## config.mk

```make
export PLATFORM = sky130hd
export DESIGN_NAME = iter_shifter
export DESIGN_NICKNAME = d
export VERILOG_FILES = /design/src/rtl/shifter_pkg.sv /design/src/rtl/shift_step.sv /design/src/rtl/iter_shifter.sv
export SDC_FILE = /design/constraint.sdc
export NUM_CORES = 1
export LEC_CHECK = 0
export ABC_AREA = 0
export BUFFER_PORTS_ARGS = -buffer_cell sky130_fd_sc_hd__buf_4
export CAP_MARGIN = 30
export CELL_PAD_IN_SITES_DETAIL_PLACEMENT = 1
export CELL_PAD_IN_SITES_GLOBAL_PLACEMENT = 1
export CORE_ASPECT_RATIO = 1.5
export CORE_MARGIN = 4
export CORE_UTILIZATION = 43
export CTS_CLUSTER_DIAMETER = 200
export CTS_CLUSTER_SIZE = 12
export DETAILED_ROUTE_END_ITERATION = 6
export PLACE_DENSITY = 0.88
export SLEW_MARGIN = 20
export SYNTH_ARGS = -nofsm -noshare
export SYNTH_HDL_FRONTEND = slang
export SYNTH_SLANG_ARGS = --single-unit
```

## constraint.sdc

```tcl
create_clock -name clk -period 3.67 [get_ports clk]
set_input_delay 0.5505 -clock clk [delete_from_list [all_inputs] [get_ports clk]]
set_output_delay 0.5505 -clock clk [all_outputs]
set_load 0.02 [all_outputs]
```

## src/rtl/shifter_pkg.sv

```systemverilog
// Shared types for the iterative shifter: op codes, FSM states and op decode.
package shifter_pkg;

  typedef enum logic [2:0] {
    OP_PASS = 3'b000,
    OP_LSL  = 3'b001,
    OP_LSR  = 3'b010,
    OP_ASR  = 3'b011,
    OP_ROR  = 3'b100
  } shift_op_t;

  typedef enum logic [1:0] {
    IDLE  = 2'd0,
    SHIFT = 2'd1,
    DONE  = 2'd2
  } shift_state_t;

  // Map the raw op field onto the enum; reserved codes 101-111 act as pass.
  function automatic shift_op_t decode_op(input logic [2:0] code);
    case (code)
      3'b001:  return OP_LSL;
      3'b010:  return OP_LSR;
      3'b011:  return OP_ASR;
      3'b100:  return OP_ROR;
      default: return OP_PASS;
    endcase
  endfunction

endpackage

```

## src/rtl/shift_step.sv

```systemverilog
// One iteration of the shifter: shift the working word by k (0..STEP) positions
// and report the last bit pushed out, which becomes carry on the final step.
module shift_step
  import shifter_pkg::*;
#(
  parameter int WIDTH = 16,
  parameter int STEP  = 1,
  parameter int KW    = $clog2(STEP + 1)
) (
  input  shift_op_t        op,
  input  logic [KW-1:0]    k,
  input  logic [WIDTH-1:0] data,
  output logic [WIDTH-1:0] res,
  output logic             bit_out
);

  logic lsb_out;  // data[k-1]: last bit leaving the LSB end
  logic msb_out;  // data[WIDTH-k]: last bit leaving the MSB end

  // Select the bit that leaves the word for a k-position move (k=0 gives 0).
  always_comb begin
    // NOTE: every combinational output gets a default first so no path can
    // leave it unassigned and infer a latch.
    lsb_out = 1'b0;
    msb_out = 1'b0;
    for (int i = 0; i < STEP; i++) begin
      if (k == KW'(i + 1)) begin
        lsb_out = data[i];
        msb_out = data[WIDTH-1-i];
      end
    end
  end

  // Shift network for the four real operations; anything else passes through.
  always_comb begin
    res     = data;
    bit_out = 1'b0;
    case (op)
      OP_LSL: begin
        res     = data << k;
        bit_out = msb_out;
      end
      OP_LSR: begin
        res     = data >> k;
        bit_out = lsb_out;
      end
      OP_ASR: begin
        res     = WIDTH'($signed(data) >>> k);
        bit_out = lsb_out;
      end
      OP_ROR: begin
        // A left shift by WIDTH yields zero, so k=0 degenerates to a pass.
        res     = (data >> k) | (data << (WIDTH - int'(k)));
        bit_out = lsb_out;
      end
      default: begin
        res     = data;
        bit_out = 1'b0;
      end
    endcase
  end

endmodule

```

## src/rtl/iter_shifter.sv

```systemverilog
// Multi-cycle shifter: accepts an operand under start/ready, shifts it up to
// STEP positions per clock, then pulses done with the result and carry-out.
module iter_shifter
  import shifter_pkg::*;
#(
  parameter int WIDTH = 16,
  parameter int STEP  = 1,
  parameter int AW    = $clog2(WIDTH)
) (
  input  logic             clk,
  input  logic             reset,
  input  logic             start,
  input  logic [2:0]       op,
  input  logic [AW-1:0]    amt,
  input  logic [WIDTH-1:0] in,
  output logic             ready,
  output logic             done,
  output logic [WIDTH-1:0] sout,
  output logic             carry
);

  localparam int KW = $clog2(STEP + 1);

  shift_state_t     state_q, state_d;
  logic [WIDTH-1:0] work_q, work_d;
  shift_op_t        op_q, op_d;
  logic [AW-1:0]    rem_q, rem_d;
  logic [WIDTH-1:0] sout_q, sout_d;
  logic             carry_q, carry_d;

  logic [KW-1:0]    k;
  logic [WIDTH-1:0] step_res;
  logic             step_bit;

  // Positions to move this cycle: the smaller of the remaining count and STEP.
  assign k = (rem_q >= AW'(STEP)) ? KW'(STEP) : KW'(rem_q);

  shift_step #(
    .WIDTH (WIDTH),
    .STEP  (STEP),
    .KW    (KW)
  ) u_step (
    .op      (op_q),
    .k       (k),
    .data    (work_q),
    .res     (step_res),
    .bit_out (step_bit)
  );

  // Next-state and datapath decisions for IDLE -> (SHIFT ->) DONE -> IDLE.
  always_comb begin
    state_d = state_q;
    work_d  = work_q;
    op_d    = op_q;
    rem_d   = rem_q;
    sout_d  = sout_q;
    carry_d = carry_q;
    case (state_q)
      IDLE: begin
        if (start) begin
          if (decode_op(op) == OP_PASS || amt == '0) begin
            sout_d  = in;
            carry_d = 1'b0;
            state_d = DONE;
          end else begin
            work_d  = in;
            op_d    = decode_op(op);
            rem_d   = amt;
            state_d = SHIFT;
          end
        end
      end
      SHIFT: begin
        work_d = step_res;
        rem_d  = rem_q - AW'(k);
        // Final step: publish the result together with the last bit out.
        if (rem_q == AW'(k)) begin
          sout_d  = step_res;
          carry_d = step_bit;
          state_d = DONE;
        end
      end
      DONE: begin
        state_d = IDLE;
      end
      default: begin
        state_d = IDLE;
      end
    endcase
  end

  // Control state and visible outputs, cleared by the synchronous reset.
  always_ff @(posedge clk) begin
    // NOTE: sequential state uses non-blocking assignments so every register
    // samples the pre-edge values regardless of block ordering.
    if (reset) begin
      state_q <= IDLE;
      sout_q  <= '0;
      carry_q <= 1'b0;
    end else begin
      state_q <= state_d;
      sout_q  <= sout_d;
      carry_q <= carry_d;
    end
  end

  // Working datapath registers, loaded on accept and consumed only in SHIFT.
  always_ff @(posedge clk) begin
    // NOTE: these carry no reset; SHIFT is only reachable through an accept
    // that loads all three, so their power-up contents are never observed.
    work_q <= work_d;
    op_q   <= op_d;
    rem_q  <= rem_d;
  end

  assign ready = (state_q == IDLE);
  assign done  = (state_q == DONE);
  assign sout  = sout_q;
  assign carry = carry_q;

endmodule

```

# Word-level counts from Yosys, hierarchy flattened
# Cells that the tools add are included.
# word_totals
regBits	42
latch_bits	0
ram_bits	0
rom_bits	0
in_bits	26
out_inout_bits	19
word_cells	66
memories	0
# op_classes
add_sub_neg	2
multipliers	0
div_mod_pow	0
order_cmp	1
n_eq_ne	15
shift	4
muxes	26
bitwise	2
reduce_logical	10
# op_table
cell	count
$mux W16	5
$pmux W16 S2	2
$pmux W16 S4	1
$shl A16 B32 Y16	1
$or A16 B16 Y16	1
$shl A16 B1 Y16	1
$shr A16 B1 Y16	1
$sshr A16 B1 Y16	1
$eq A3 B2 Y1 const B	4
$pmux W3 S4	1
$mux W4	2
$pmux W4 S2	1
$eq A3 B1 Y1 const B	2
$eq A3 B3 Y1 const B	2
$mux W1	6
$mux W2	3
$mux W3	2
$ne A2 B2 Y1 const B	3
$reduce_and A3 Y1	2
$sub A5 B1 Y6 const A	1
$eq A4 B1 Y1	1
$ge A4 B1 Y1 const B	1
$logic_not A4 Y1	1
$pmux W1 S2	2
13 further kinds	13

# Depth between registers and ports, before layout
# logic_depth
word_depth	9
depth_mapped	7
ltp_nobuf	5

# Cells and area by module
# From an unflattened synthesis, not the netlist that was laid out.
# unflattened
hier_cells	236
area_unflattened_um2	2553.7
# modules_own_cells
mod	instances	cells_each	area_per_inst_um2	seq_area_each_um2
iter_shifter	1	148	1923.1	1071.0
shift_step	1	88	630.6	0.0

# Worst setup path before layout
# Ideal clock, no wire load.
# synth_timing
path_kind	in2reg
start	input op[1]
end	register rem_q[0], enable pin
arrival_time_ns	2.323
path_slack_ns	0.943
cell_stages	4
n_path_buf	0
cell_sequence	nor2_1 > xor2_1 > or3b_2 > a21oi_1
# synth_via
elab_chain_cells	8
# synth_lines
element	line_no	rtl
start, declared	iter_shifter.sv:13	input logic [2:0] op,
$eq A3 B3 Y1, or another cell as far along	shifter_pkg.sv:20	case (code)
$pmux W3 S4 *	shifter_pkg.sv:20	
$mux W3 *	iter_shifter.sv:60	if (start) begin
$mux W3 *	iter_shifter.sv:58	case (state_q)
$logic_not A3 Y1 *	iter_shifter.sv:61	if (decode_op(op) == OP_PASS || amt == '0) begin
$logic_or A1 B1 Y1 *	iter_shifter.sv:61	
$ne A2 B2 Y1 (no source line) *	-	
$reduce_and A3 Y1 (no source line) *	-	
end signal, assigned	iter_shifter.sv:113	rem_q <= rem_d;
end, declared	iter_shifter.sv:27	logic [AW-1:0] rem_q, rem_d;
# Mark *: on every way between the ends. The rest lies on a longest branch, timed or not. The select of a mux whose other input is x is not followed.
# A chain may end at the register's enable or synchronous reset.

# Final worst setup path
# layout_timing
start	register op_q[2]
end	register sout_q[10], in the netlist sout[10]
# layout_via
elab_chain_cells	4
# layout_lines
element	line_no	rtl
start, declared	iter_shifter.sv:26	shift_op_t op_q, op_d;
start signal, assigned	iter_shifter.sv:112	op_q <= op_d;
$eq A3 B3 Y1, or another cell as far along	shift_step.sv:38	case (op)
$pmux W16 S4 *	shift_step.sv:38	
$mux W16 *	iter_shifter.sv:77	if (rem_q == AW'(k)) begin
$pmux W16 S2 *	iter_shifter.sv:58	
named net sout_d[10]	iter_shifter.sv:28	logic [WIDTH-1:0] sout_q, sout_d;
end signal, assigned	iter_shifter.sv:102	sout_q <= sout_d;
end, declared	iter_shifter.sv:28	
# The timed path passes the listed nets; every way through them passes the cells marked *. The select of a mux whose other input is x is not followed.

==> flow_summary.toml <==
[timing]
fin_skew_ns = 0.00454
rsz0062_at_grt = "no"
final-hold-violation-count = 0
setup-tns-final_ns = 0
worst_slack_ns = 1.17
tightest_slew_ns = 0.948
fin_crit_sh_pct = 68.3
period_minus_slack_ns = 2.50
fmax_ghz = 0.399
setup_viol = 0
drv_slew = 0
slew_headroom_pct = 36.8

[critical_path]
cp_max_fo = 32
rr_endpoint = "sout[10]"
worstRegToRegCells = 5
cp.arrival_ns = 2.76
crit_path_end_kind = "flip-flop"
reg2reg_slack_ns = 1.17
cp.required_ns = 3.92
start_kind = "flip-flop"
r2r-start = "op_q[2]"
critPathKind = "flip-flop to flip-flop"

[die]
dieWidth_um = 71.1
io_pins = 45
fp.coreArea_um2 = 5790
die_h_um = 103
rows = 34
dieArea_um2 = 7310
initial_core_util_pct = 44.4

[clock_tree]
cts.sinks = 42
clkTransAtPathRegs_ns = 0.08
post_cts_buffers = 0
cts_tree = "yes"
insertion_delay_ns = 0.30
cts_hold_buf = 0
cts.htree.levels = 2
clockBufferDepth = 2
cts_resized = 0
cts_buffers = 5
cts-root-buf = "clkbuf_8"

[synthesis]
yosys-top-cells-area = "edfxtp_1 (27%), dfxtp_1 (15%), nor3_1 (3.9%)"
synth_top_area_share_pct = 26.9
synth_largest_area_cell = "edfxtp_1"
syn_area_per_cell_um2 = 9.42
syn_nets = 300
synth_edf_count = 23
synth_area_um2 = 2570
synth_cells = 273
ys_seq_area_share_pct = 41.7
yosys_warnings = 0
async_flop_share_pct = 0
synthFlopType = "edfxtp_1"
ys_seq_elements = 42
ys_types = 55

[run_status]
status = "finished clean"

[global_route]
track_usage_pct = 21.4
antenna_found_initial = 0
grt_pass1_wl_um = 12300
grt_pass1_vias = 2472
grt_max_degree = 34
gr-total-overflow = 0

[finish]
final_common_cell = "buf_4"
regArea_um2 = 1070
fill_cells = 708
multiInputGateArea_um2 = 1340
num_antenna_cells = 0
finalNonFillerCells = 380
utilization_pct = 52.0
area_growth_pct = 17.1
drive_above_1_share_pct = 24.7
nets = 335
final_cell_mix = "buf_4 (49), edfxtp_1 (23), nor2_1 (20), nor3_1 (20), dfxtp_1 (19)"

[route]
drt-vias-per-instance = 6.21
wl_um = 7690
antenna_left = 0
drc = 0
drt-pass1-iter-count = 4
routedWlPerCell_um = 20.2
num_vias = 2361
drt_iter0_markers = 115

[place]
place_congestion = 0.875
preCtsSetupSlack_ns = 1.23
port_buffers = 44
dp_hpwl_um = 5300
dp_cells = 372

[power_and_ir_drop]
power.leakage_nw = 1.14
vdd_ir_drop_max_mv = 0.269
power_mw = 1.26
power_density_nw_per_um2 = 418

[hold_path]
min-delay-start = "sout[2]"
whs_path_depth = 2
hold_class = "flip-flop to flip-flop"
hold-path-endpoint = "sout[2]"

[job]
cap_violations = 0
==> layer usage <==
| metal | GRT usage [%] | part of all wire [%] | vias to the layer above |
|---|---|---|---|
| met5 | 0 | 0 | - |
| met4 | 6.95 | 1.0 | 0 |
| met3 | 2.93 | 3.8 | 6 |
| met2 | 40.6 | 55 | 63 |
| met1 | 24.6 | 40 | 1184 |
| li1 | - | - | 1108 |
==> layout make-up <==
cell class | instances | share of cell area, %
clock buffer | 6 | 2.41
multi-input combinational | 197 | 44.6
clock inverter | 1 | 0.249
tap | 72 | 2.99
timing repair buffer | 50 | 12.7
sequential | 42 | 35.6
inverter | 12 | 1.50
==> report_power, final <==
group          switching (mW)  leakage (nW)  internal [mW]
Clock                   0.166        0.0373          0.131
Sequential             0.0655         0.375          0.562
Combinational           0.190         0.731          0.144
Total                   0.422          1.14          0.837
==> critical path: stages, from the launching register on <==
cell       delay, ns
edfxtp_1        0.76
nor2b_1         0.68
o21ai_0         0.20
a2111oi_0       0.51
a211o_1         0.18
o21a_1          0.12
==> cells by family after synthesis <==
group	count (synthesis)	synth area share (%)
DFF	42	41.7
buffers and inverters	34	6.33
adders and majority gates	1	0.487
xor gates and xnor gates	3	1.02
and+or+nand+nor	98	22.0
muxes	3	1.27
AOI/OAI and AO/OA	92	27.3
==> state kept, by name (all words and copies together), names as in the netlist <==
register	count
op_q	3
work_q	16
state_q	2
carry	1
sout	16
rem_q	4
==> synth_stat cells (all sizes together) (6+ instances only) <==
cell	number
edfxtp	23
nor3	21
nor2	20
dfxtp	19
o21ai	18
buf	15
nor2b	15
nand2	13
a211oi	11
a21oi	11
inv	11
a21o	8
nor4b	8
o21a	8
clkbuf	7
nor3b	7
a2111oi	6
o221a	6
==> worst max path at each step <==
stage / from / to / slack [ns]
2_1_floorplan: op[1] / rem_q[0] / 0.94
3_3_place_gp: op_q[0] / sout[9] / 1.32
3_5_place_dp: op_q[2] / sout[8] / 1.23
4_1_cts: op_q[2] / sout[10] / 1.19
5_1_grt: op_q[2] / sout[10] / 0.93
6_report: op_q[2] / sout[10] / 1.17
==> per-stage QoR <==
| stage | instance area [µm²] | hold slack [ns] |
|---|---|---|
| 2_1_floorplan | 2570 | 0.490 |
| 3_3_place_gp | 2920 | 0.451 |
| 3_5_place_dp | 2920 | 0.467 |
| 4_1_cts | 3000 | 0.487 |
| 5_1_grt | 3010 | 0.519 |
| 6_report | 3010 | 0.480 |
No activity file was read; power rests on OpenSTA's default activity.
